## config.mk

```make
export PLATFORM = sky130hd
export DESIGN_NAME = tx_queue
export DESIGN_NICKNAME = d
export VERILOG_FILES = /design/src/rtl/uart_pkg.sv /design/src/rtl/sync_fifo.sv /design/src/rtl/tx_queue.sv
export SDC_FILE = /design/constraint.sdc
export NUM_CORES = 1
export LEC_CHECK = 0
export CAP_MARGIN = 10
export CORE_ASPECT_RATIO = 0.9
export CORE_MARGIN = 3
export CORE_UTILIZATION = 60
export CTS_BUF_LIST = sky130_fd_sc_hd__clkbuf_4
export CTS_CLUSTER_DIAMETER = 30
export DETAILED_ROUTE_END_ITERATION = 12
export PLACE_DENSITY_LB_ADDON = 0.3
export SETUP_SLACK_MARGIN = 0.2
export SLEW_MARGIN = 20
export SYNTH_ARGS = -nofsm -noshare
export SYNTH_HDL_FRONTEND = slang
export SYNTH_SLANG_ARGS = --single-unit
```

## constraint.sdc

```tcl
create_clock -name clk_i -period 2.9 [get_ports clk_i]
set_input_delay 0.58 -clock clk_i [delete_from_list [all_inputs] [get_ports clk_i]]
set_output_delay 0.58 -clock clk_i [all_outputs]
set_load 0.03 [all_outputs]
```

## src/rtl/uart_pkg.sv

```systemverilog
// Shared UART types: transmit launch FSM states and the serializer data width.
// Latency: n/a (types and constants only).
// Backpressure: n/a.
package uart_pkg;

    localparam int UART_DATA_WIDTH = 8;

    typedef enum logic [1:0] {
        IDLE   = 2'd0,
        LAUNCH = 2'd1,
        WAIT   = 2'd2
    } tx_queue_state_t;

endpackage

```

## src/rtl/sync_fifo.sv

```systemverilog
// Generic circular-buffer FIFO with push/pop, clear, occupancy count, full/empty.
// Latency: a pushed entry is visible on head/count the cycle after the push.
// Backpressure: pushes while full are ignored unless a pop happens in the same cycle.
//
// Ports: clk, rst (async active-high), clear (sync, wins over push/pop),
//        push/push_data, pop, head (entry at rd_ptr), count (0..DEPTH), full, empty.
module sync_fifo #(
    parameter int DEPTH = 8,
    parameter int WIDTH = 8
) (
    input  logic                   clk,
    input  logic                   rst,
    input  logic                   clear,
    input  logic                   push,
    input  logic [WIDTH-1:0]       push_data,
    input  logic                   pop,
    output logic [WIDTH-1:0]       head,
    output logic [$clog2(DEPTH):0] count,
    output logic                   full,
    output logic                   empty
);

    localparam int AW = $clog2(DEPTH);

    logic [WIDTH-1:0] mem [DEPTH];
    logic [AW-1:0]    wr_ptr;
    logic [AW-1:0]    rd_ptr;
    logic             push_ok;
    logic             pop_ok;

    assign full    = (count == (AW+1)'(DEPTH));
    assign empty   = (count == '0);
    assign pop_ok  = pop && !empty;
    // A pop in the same cycle frees the slot the push is about to fill.
    assign push_ok = push && (!full || pop_ok);
    assign head    = mem[rd_ptr];

    always_ff @(posedge clk or posedge rst) begin
        if (rst) begin
            wr_ptr <= '0;
            rd_ptr <= '0;
            count  <= '0;
        end else if (clear) begin
            wr_ptr <= '0;
            rd_ptr <= '0;
            count  <= '0;
        end else begin
            if (push_ok) wr_ptr <= wr_ptr + AW'(1);
            if (pop_ok)  rd_ptr <= rd_ptr + AW'(1);
            case ({push_ok, pop_ok})
                2'b10:   count <= count + (AW+1)'(1);
                2'b01:   count <= count - (AW+1)'(1);
                default: count <= count;
            endcase
        end
    end

    // Storage needs no reset: only entries below count are ever read out.
    always_ff @(posedge clk) begin
        if (push_ok && !clear) mem[wr_ptr] <= push_data;
    end

endmodule

```

## src/rtl/tx_queue.sv

```systemverilog
// UART transmit byte queue: buffers register-bank writes, launches one byte at a time.
// Latency: first transmit_o 2 cycles after wr_en_i into an empty queue; next 2 cycles after done_i.
// Backpressure: none upstream; a push into a full queue is dropped and flagged on overrun_o.
//
// Ports: clk_i, rst_i (async active-high); wr_en_i/wr_data_i push side;
//        full_o, empty_o, level_o status from registered count; overrun_o one-cycle drop pulse
//        (registered, appears the cycle after the dropped push);
//        transmit_o/dr_o/busy_o/done_i serializer handshake.
// Optional: define TX_QUEUE_FLUSH_EN to add flush_i (sync clear, in-flight frame still completes).
module tx_queue
    import uart_pkg::*;
#(
    parameter int DEPTH = 8,
    parameter int WIDTH = UART_DATA_WIDTH
) (
    input  logic                   clk_i,
    input  logic                   rst_i,
`ifdef TX_QUEUE_FLUSH_EN
    input  logic                   flush_i,
`endif
    input  logic                   wr_en_i,
    input  logic [WIDTH-1:0]       wr_data_i,
    output logic                   full_o,
    output logic                   empty_o,
    output logic [$clog2(DEPTH):0] level_o,
    output logic                   overrun_o,
    output logic                   busy_o,
    output logic                   transmit_o,
    output logic [WIDTH-1:0]       dr_o,
    input  logic                   done_i
);

    tx_queue_state_t  state;
    tx_queue_state_t  state_nxt;
    logic             flush;
    logic             pop;
    logic             push;
    logic             drop;
    logic [WIDTH-1:0] head;

`ifdef TX_QUEUE_FLUSH_EN
    assign flush = flush_i;
`else
    assign flush = 1'b0;
`endif

    // Pop only from IDLE and only on the registered count, so a byte pushed
    // this cycle cannot be launched before next cycle. Flush suppresses it so
    // the FSM does not launch a byte that is being discarded.
    assign pop  = (state == IDLE) && !empty_o && !flush;
    assign push = wr_en_i && !flush && (!full_o || pop);
    assign drop = wr_en_i && !flush && full_o && !pop;

    sync_fifo #(
        .DEPTH (DEPTH),
        .WIDTH (WIDTH)
    ) u_fifo (
        .clk       (clk_i),
        .rst       (rst_i),
        .clear     (flush),
        .push      (push),
        .push_data (wr_data_i),
        .pop       (pop),
        .head      (head),
        .count     (level_o),
        .full      (full_o),
        .empty     (empty_o)
    );

    always_ff @(posedge clk_i or posedge rst_i) begin
        if (rst_i) begin
            state     <= IDLE;
            dr_o      <= '0;
            overrun_o <= 1'b0;
        end else begin
            state     <= state_nxt;
            overrun_o <= drop;
            if (pop) dr_o <= head;
        end
    end

    always_comb begin
        state_nxt  = state;
        transmit_o = 1'b0;
        busy_o     = 1'b0;
        case (state)
            IDLE: begin
                if (pop) state_nxt = LAUNCH;
            end
            LAUNCH: begin
                transmit_o = 1'b1;
                busy_o     = 1'b1;
                state_nxt  = WAIT;
            end
            WAIT: begin
                busy_o = 1'b1;
                if (done_i) state_nxt = IDLE;
            end
            default: state_nxt = IDLE;
        endcase
    end

endmodule

```

Yosys cells after proc, flatten, opt, wreduce, memory -nomap -nowiden
Memories as Yosys holds them, arrays and structs flattened. A register that Yosys moved wholly into a read port is not among the register bits.
Cells that the tools add are included.
{"block": "op_classes", "n_reduce_logical": 16, "n_mux": 8, "n_addsub": 4, "n_eq_ne": 7}
{"operator": "$pmux 4 s2", "count": 1}
{"operator": "$add 3x1->3 const B", "count": 2}
{"operator": "$logic_and 1x1->1", "count": 6}
{"operator": "$pmux 2 s3", "count": 1}
{"operator": "$add 4x1->4 const B", "count": 1}
{"operator": "$eq 2x1->1 const B", "count": 2}
{"operator": "$eq 2x2->1 const B", "count": 2}
{"operator": "$eq 4x4->1 const B", "count": 1}
{"operator": "$logic_not 4->1", "count": 1}
{"operator": "$mux 1", "count": 4}
{"operator": "$mux 2", "count": 2}
{"operator": "$ne 2x2->1 const B", "count": 2}
{"operator": "$sub 4x1->4 const B", "count": 1}
{"operator": "$logic_not 1->1", "count": 3}
{"operator": "$logic_not 2->1", "count": 1}
{"operator": "$logic_or 1x1->1", "count": 2}
{"operator": "$reduce_and 2->1", "count": 1}
{"operator": "$reduce_bool 2->1", "count": 1}
{"operator": "$reduce_or 2->1", "count": 1}
{"block": "word_totals", "memories": 1, "word_cells": 41, "inputBits": 12, "output_inout_bits": 17, "mem_bits_rw": 64, "ff_bits": 13}
{"name": "u_fifo.mem", "depth": 8, "width": 8, "read_ports": 1, "rd_clocked_by_memory_dff": 1, "write_ports": 1, "line_no": "sync_fifo.sv:25", "rtl": "logic [WIDTH-1:0] mem [DEPTH];"}

Depth between registers and ports, before layout
{"block": "depth", "depth_word": 8, "ltp_mapped": 12, "mapped_depth_nobuf": 11}

Hierarchy
Synthesis repeated with hierarchy kept, for this count alone.
{"block": "unflattened", "hier_cells": 223, "area_unflattened_um2": 3701.0}
{"module": "sync_fifo", "cells_each": 171, "area_per_inst_um2": 3189.3, "instances": 1}
{"module": "tx_queue", "cells_each": 52, "area_per_inst_um2": 511.7, "instances": 1}

Worst setup path after synthesis
No wires, ideal clock.
{"block": "synth_path", "path_kind": "register -> register", "start": "reg u_fifo.count[1]", "end": "reg u_fifo.count[2]", "n_path_buf": 2, "arrival_ns": 2.808, "setup_slack_ns": -0.049, "t_required_ns": 2.759, "synth_period_minus_slack_ns": 2.949, "stages_incl_launch_ff": 13, "cell_sequence": "dfrtp_1 -> buf_6 -> nor4_2 -> nand2b_1 -> buf_4 -> inv_2 -> ha_1 -> xor2_1 -> ha_1 -> a21oi_1 -> xor2_1 -> nor2_1 -> xor2_1"}
{"block": "synth_via", "elab_chain_len": 8, "elab_cells_between_ends": 16, "cone_classes": "add/sub (2); eq/ne (3); mux (1); reduce/logical (10)"}
{"element": "from (decl)", "line_no": "sync_fifo.sv:18", "rtl": "output logic [$clog2(DEPTH):0] count,"}
{"element": "from (signal assigned)", "line_no": "sync_fifo.sv:51", "rtl": "2'b10: count <= count + (AW+1)'(1);"}
{"element": "from (signal assigned)", "line_no": "sync_fifo.sv:52", "rtl": "2'b01: count <= count - (AW+1)'(1);"}
{"element": "from (signal assigned)", "line_no": "sync_fifo.sv:53", "rtl": "default: count <= count;"}
{"element": "$logic_not 4->1 *", "line_no": "sync_fifo.sv:32", "rtl": "assign empty = (count == '0);"}
{"element": "via empty_o", "line_no": "tx_queue.sv:24", "rtl": "output logic empty_o,"}
{"element": "$logic_not 1->1 *", "line_no": "sync_fifo.sv:33, tx_queue.sv:50"}
{"element": "$logic_and 1x1->1", "line_no": "tx_queue.sv:50", "rtl": "assign pop = (state == IDLE) && !empty_o && !flush;"}
{"element": "$logic_and 1x1->1 *", "line_no": "sync_fifo.sv:33", "rtl": "assign pop_ok = pop && !empty;"}
{"element": "via u_fifo.pop_ok", "line_no": "sync_fifo.sv:29", "rtl": "logic pop_ok;"}
{"element": "$logic_or 1x1->1", "line_no": "sync_fifo.sv:35", "rtl": "assign push_ok = push && (!full || pop_ok);"}
{"element": "$logic_and 1x1->1", "line_no": "sync_fifo.sv:35"}
{"element": "$eq 2x1->1 or $eq 2x2->1 (tied branches)", "line_no": "sync_fifo.sv:50", "rtl": "case ({push_ok, pop_ok})"}
{"element": "$pmux 4 s2 or $reduce_bool 2->1 (tied branches)"}
Mark *: on every way through the listed nets, which the timed path passes. The rest lies on a longest branch.
A chain may end at the register's enable or synchronous reset.

Worst setup path after layout
{"block": "layout_path", "start": "reg u_fifo.count[0]", "end": "reg u_fifo.count[2]"}
{"block": "layout_via", "elab_chain_len": 8, "elab_cells_between_ends": 16, "cone_classes": "add/sub (2); eq/ne (3); mux (1); reduce/logical (10)"}
{"element": "$logic_not 4->1", "line_no": "sync_fifo.sv:32"}
{"element": "$logic_not 1->1", "line_no": "sync_fifo.sv:33, tx_queue.sv:50"}
{"element": "$logic_and 1x1->1", "line_no": "tx_queue.sv:50"}
{"element": "$logic_or 1x1->1 or $logic_and 1x1->1 (tied branches)", "line_no": "tx_queue.sv:51, sync_fifo.sv:33"}
{"element": "$logic_and 1x1->1 or $logic_or 1x1->1 (tied branches)", "line_no": "tx_queue.sv:51, sync_fifo.sv:35"}
{"element": "$logic_and 1x1->1", "line_no": "sync_fifo.sv:35"}
{"element": "$eq 2x1->1 or $eq 2x2->1 (tied branches)", "line_no": "sync_fifo.sv:50"}
{"element": "$pmux 4 s2 or $reduce_bool 2->1 (tied branches)"}
Parallel ways exist; a longest one is shown, timed or not.

==> results.md <==
| Item | This run | Unit |
|:---|:---|:---|
| Post-synthesis average cell area | 15.6 | um2 |
| CTS root buf | sky130_fd_sc_hd__clkbuf_4 | - |
| Worst min-delay path endpoint | dr_o[4]$_DFFE_PP0N_ | - |
| Sequential share of power | 42.7 | % |
| Full die area | 6850 | um2 |
| Result of the run | finished, final reports clean | - |
| Asr flop ratio synth | 24.7 | % |
| GRT Residual Overflow | 0 | - |
| Layout overhead on the synthesized area | 14.5 | % |
| Slew margin rel. | 39.7 | % |
| Unique masters post-synth | 30 | - |
| Slowest cell on crit path | sky130_fd_sc_hd__or4b_4 | - |
| Final setup viols | 0 | - |
| Clock Skew | 0.0134 | ns |
| Internal power consumption | 2590 | uW |
| Final RePlAce weighted congestion | 0.759 | - |
| Worst path arrival time | 2.88 | ns |
| Placeable core region | 5470 | um2 |
| Placed cell areas | 3940 | um2 |
| Via count of the first global-routing pass | 2015 | - |
| Tightest hold margin | 0.506 | ns |
| Starting density of the core | 64.6 | % |
| Detailed-route wire length | 6420 | um |
| Clock insertion delay at the later pin of the skew report | 0.43 | ns |
| Top-Level Pins | 29 | - |
| Diode insertion count for antenna repair | 0 | - |
| Global-route wire length before repair | 10500 | um |
| Element type at the critical path end | flip-flop | - |
| Buffer depth of the longest clock path | 2 | - |
| Worst hold start | dr_o[4]$_DFFE_PP0N_ | - |
| Worst r2r src | u_fifo.count[0]$_DFFE_PP0P_ | - |
| MaxCap Viol Count | 0 | - |
| Xor and xnor fraction of the mapped netlist area | 2.23 | % |
| Clock sink count | 85 | - |
| Switching power | 1580 | uW |
| Main combinational cell family by area after synthesis | multiplexers | - |
| Multiplexer share of the synthesized area | 9.94 | % |
| Num CTS Buffers | 9 | - |
| Gate power share | 43.9 | % |
| Max VDD drop | 1.21 | mV |
| Top fanout value on the critical path | 8 | - |
| Number of flops mapped to enable cells by yosys | 64 | - |
| Transition time at the pin with the least slew margin | 0.904 | ns |
| DR pass1 iterations | 4 | - |
| Final hold viol count | 0 | - |
| Number of max-slew violations in the final report | 0 | - |
| Final period utilization | 88.5 | % |
| Final design instance area without fill | 4050 | um2 |
| Category of the most critical setup path | flip-flop to flip-flop | - |
| Port-buffer cells | 28 | - |
| Number of H-tree levels | 3 | - |
| Fraction of layout instances using a drive strength above 1 | 18.9 | % |
| Top FF cell, synth | sky130_fd_sc_hd__edfxtp_1 | - |
| Delay of the slowest cell on the worst path | 0.59 | ns |
| Total power per unit cell area | 1030 | nW/um2 |
| Clock transition at path regs | 0.12 | ns |
| Post-CTS setup buffer count | 0 | - |
| Startpoint type of the worst setup path | flip-flop | - |
| End of the worst register-to-register path | u_fifo.count[2]$_DFFE_PP0P_ | - |
| Most frequent cells in the layout | sky130_fd_sc_hd__edfxtp_1, sky130_fd_sc_hd__clkdlybuf4s50_1, sky130_fd_sc_hd__dfrtp_1 | - |
| Commonest non-fill, non-tap cell in the layout | sky130_fd_sc_hd__edfxtp_1 | - |
| #FFs+latches synth | 85 | - |
| Simple-gate area share of the yosys netlist | 6.26 | % |
| Initial antenna violation count | 0 | - |
| Die height | 78.8 | um |
| Total negative slack | 0 | ns |
| Part of the Yosys area used for sequential elements | 69.2 | % |
| Final Util | 73.9 | % |
| Worst slack after detailed placement | 0.335 | ns |
| Netlist Area Pre-Place | 3540 | um2 |
| Largest net degree at the start of global routing | 35 | - |
| Ordered cell list for the critical path | or4b_4 > o21a_4 > inv_6 > ha_1 > xor2_1 > ha_1 > a21oi_1 > xor2_1 > nor2_1 > xor2_1 | - |
| Floorplan die width | 86.9 | um |
| Sw Share | 37.9 | % |
| Cell count after synthesis | 227 | - |
| Clock tree from TritonCTS | yes | - |
| Final setup margin | 0.333 | ns |
| Post-route minimum period | 2.57 | ns |
| Length in cells of the worst reg-to-reg path | 10 | - |
| Data required time of the critical path | 3.22 | ns |
| Total Nets Final | 291 | - |
| Min-delay worst type | flip-flop to flip-flop | - |
| Register-to-Register Setup Slack | 0.33 | ns |
| Half-perimeter wire length after detailed placement | 4180 | um |
| Remaining antenna violation count after routing | 0 | - |
| Total via count in the routed design | 1957 | - |
| Post-detailed-route wirelength per cell | 18.8 | um |
| Overall routing resource usage | 21.3 | % |
| Area fraction in compound gates after synthesis | 6.37 | % |
| Total leakage power | 0.00153 | uW |
| DRC violations left | 0 | - |
| Number of cells on the worst hold path | 2 | - |
| Clock Power Share | 13.5 | % |
| Setup repair after global routing missed its margin | false | - |
| Post-Synth Adder-Cell Area | 3.18 | % |
| Cell repeated most along the worst path | sky130_fd_sc_hd__xor2_1 | - |
| Number of nets in the synthesized netlist | 248 | - |
| Placement row count | 25 | - |
| Average vias per placed instance | 5.72 | - |
| Count of yosys warnings during synthesis | 0 | - |
| Initial DRC count | 170 | - |
| Fmax | 0.390 | GHz |
## flip-flops by register name, summed over array words and instances, names as in the netlist
| register | flops |
|---|---|
| dr_o | 8 |
| u_fifo.mem | 64 |
| state | 2 |
| u_fifo.wr_ptr | 3 |
| u_fifo.count | 4 |
| u_fifo.rd_ptr | 3 |
| overrun_o | 1 |
## repair_timing
action	CTS	global route
resized for setup	1	1
endpoints found under the hold margin	0	0
endpoints found under the setup margin	1	1
hold buffers	0	0
## layer usage
layer  share of wire [%]  global-route usage (%)
met4                 1.4                    7.01
met2                  51                    34.3
met5                   0                       0
met1                  42                    27.0
met3                 6.0                    7.37
## synth_stat cells (all sizes together) (4+ instances only)
master | number | area, um2
nand2b | 5 | 31.3
mux2i | 16 | 160
o21ai | 11 | 55.1
dfrtp | 21 | 526
nand2 | 22 | 87.6
xnor2 | 6 | 52.6
buf | 9 | 71.3
inv | 6 | 27.5
a221o | 8 | 80.1
nor3 | 4 | 20.0
o22ai | 9 | 56.3
ha | 9 | 113
nor2 | 6 | 22.5
mux2 | 17 | 191
edfxtp | 64 | 1920
## critical path: cells and delay by family, from the launching register on
kind / cells / cell delay [ns]
flops: 1 / 0.50
simple gates: 2 / 0.65
buf+inv: 1 / 0.08
compound gates: 2 / 0.39
xor+xnor: 3 / 0.40
fa+ha+maj: 2 / 0.44
## logic make-up after synthesis
kind of cell | after synthesis
AO/OA/AOI/OAI | 32
AND/OR/NAND/NOR | 44
buffers and inverters | 15
XOR/XNOR | 9
adder cells (fa/ha/maj) | 9
multiplexers | 33
flip-flops | 85
## stage by stage
stage / instances / power [uW]
floorplan: 227 / 3120
global placement: 326 / 3580
detailed placement: 326 / 3660
CTS: 342 / 4210
global route: 342 / 4450
finish: 342 / 4170
## worst max path at each step
stage,startpoint,to,depth (start not counted)
floorplan,u_fifo.count[0]$_DFFE_PP0P_,u_fifo.count[2]$_DFFE_PP0P_,11
global placement,u_fifo.count[0]$_DFFE_PP0P_,u_fifo.count[2]$_DFFE_PP0P_,10
detailed placement,u_fifo.count[0]$_DFFE_PP0P_,u_fifo.count[2]$_DFFE_PP0P_,10
CTS,u_fifo.count[0]$_DFFE_PP0P_,empty_o,2
global route,u_fifo.count[0]$_DFFE_PP0P_,u_fifo.count[2]$_DFFE_PP0P_,10
finish,u_fifo.count[0]$_DFFE_PP0P_,u_fifo.count[2]$_DFFE_PP0P_,10
## power by group through the flow
stage                     Sequential (uW)  Combinational [uW]  Clock, uW
after floorplan                      1950                1170          0
after CTS                            1780                1850        581
after detailed placement             1810                1850          0
after global placement               1790                1800          0
final                                1780                1830        562
after global routing                 1820                2010        624
## final cells by class
type                            count  area [um2]
Inverter                            6        27.5
Clock inverter                      5        28.8
Fill cell                         366        1430
Tap cell                           67        83.8
Timing Repair Buffer               41         379
Sequential cell                    85        2450
Multi-Input combinational cell    127         998
Clock buffer                       11        82.6
(Power assumes the default switching activity.)
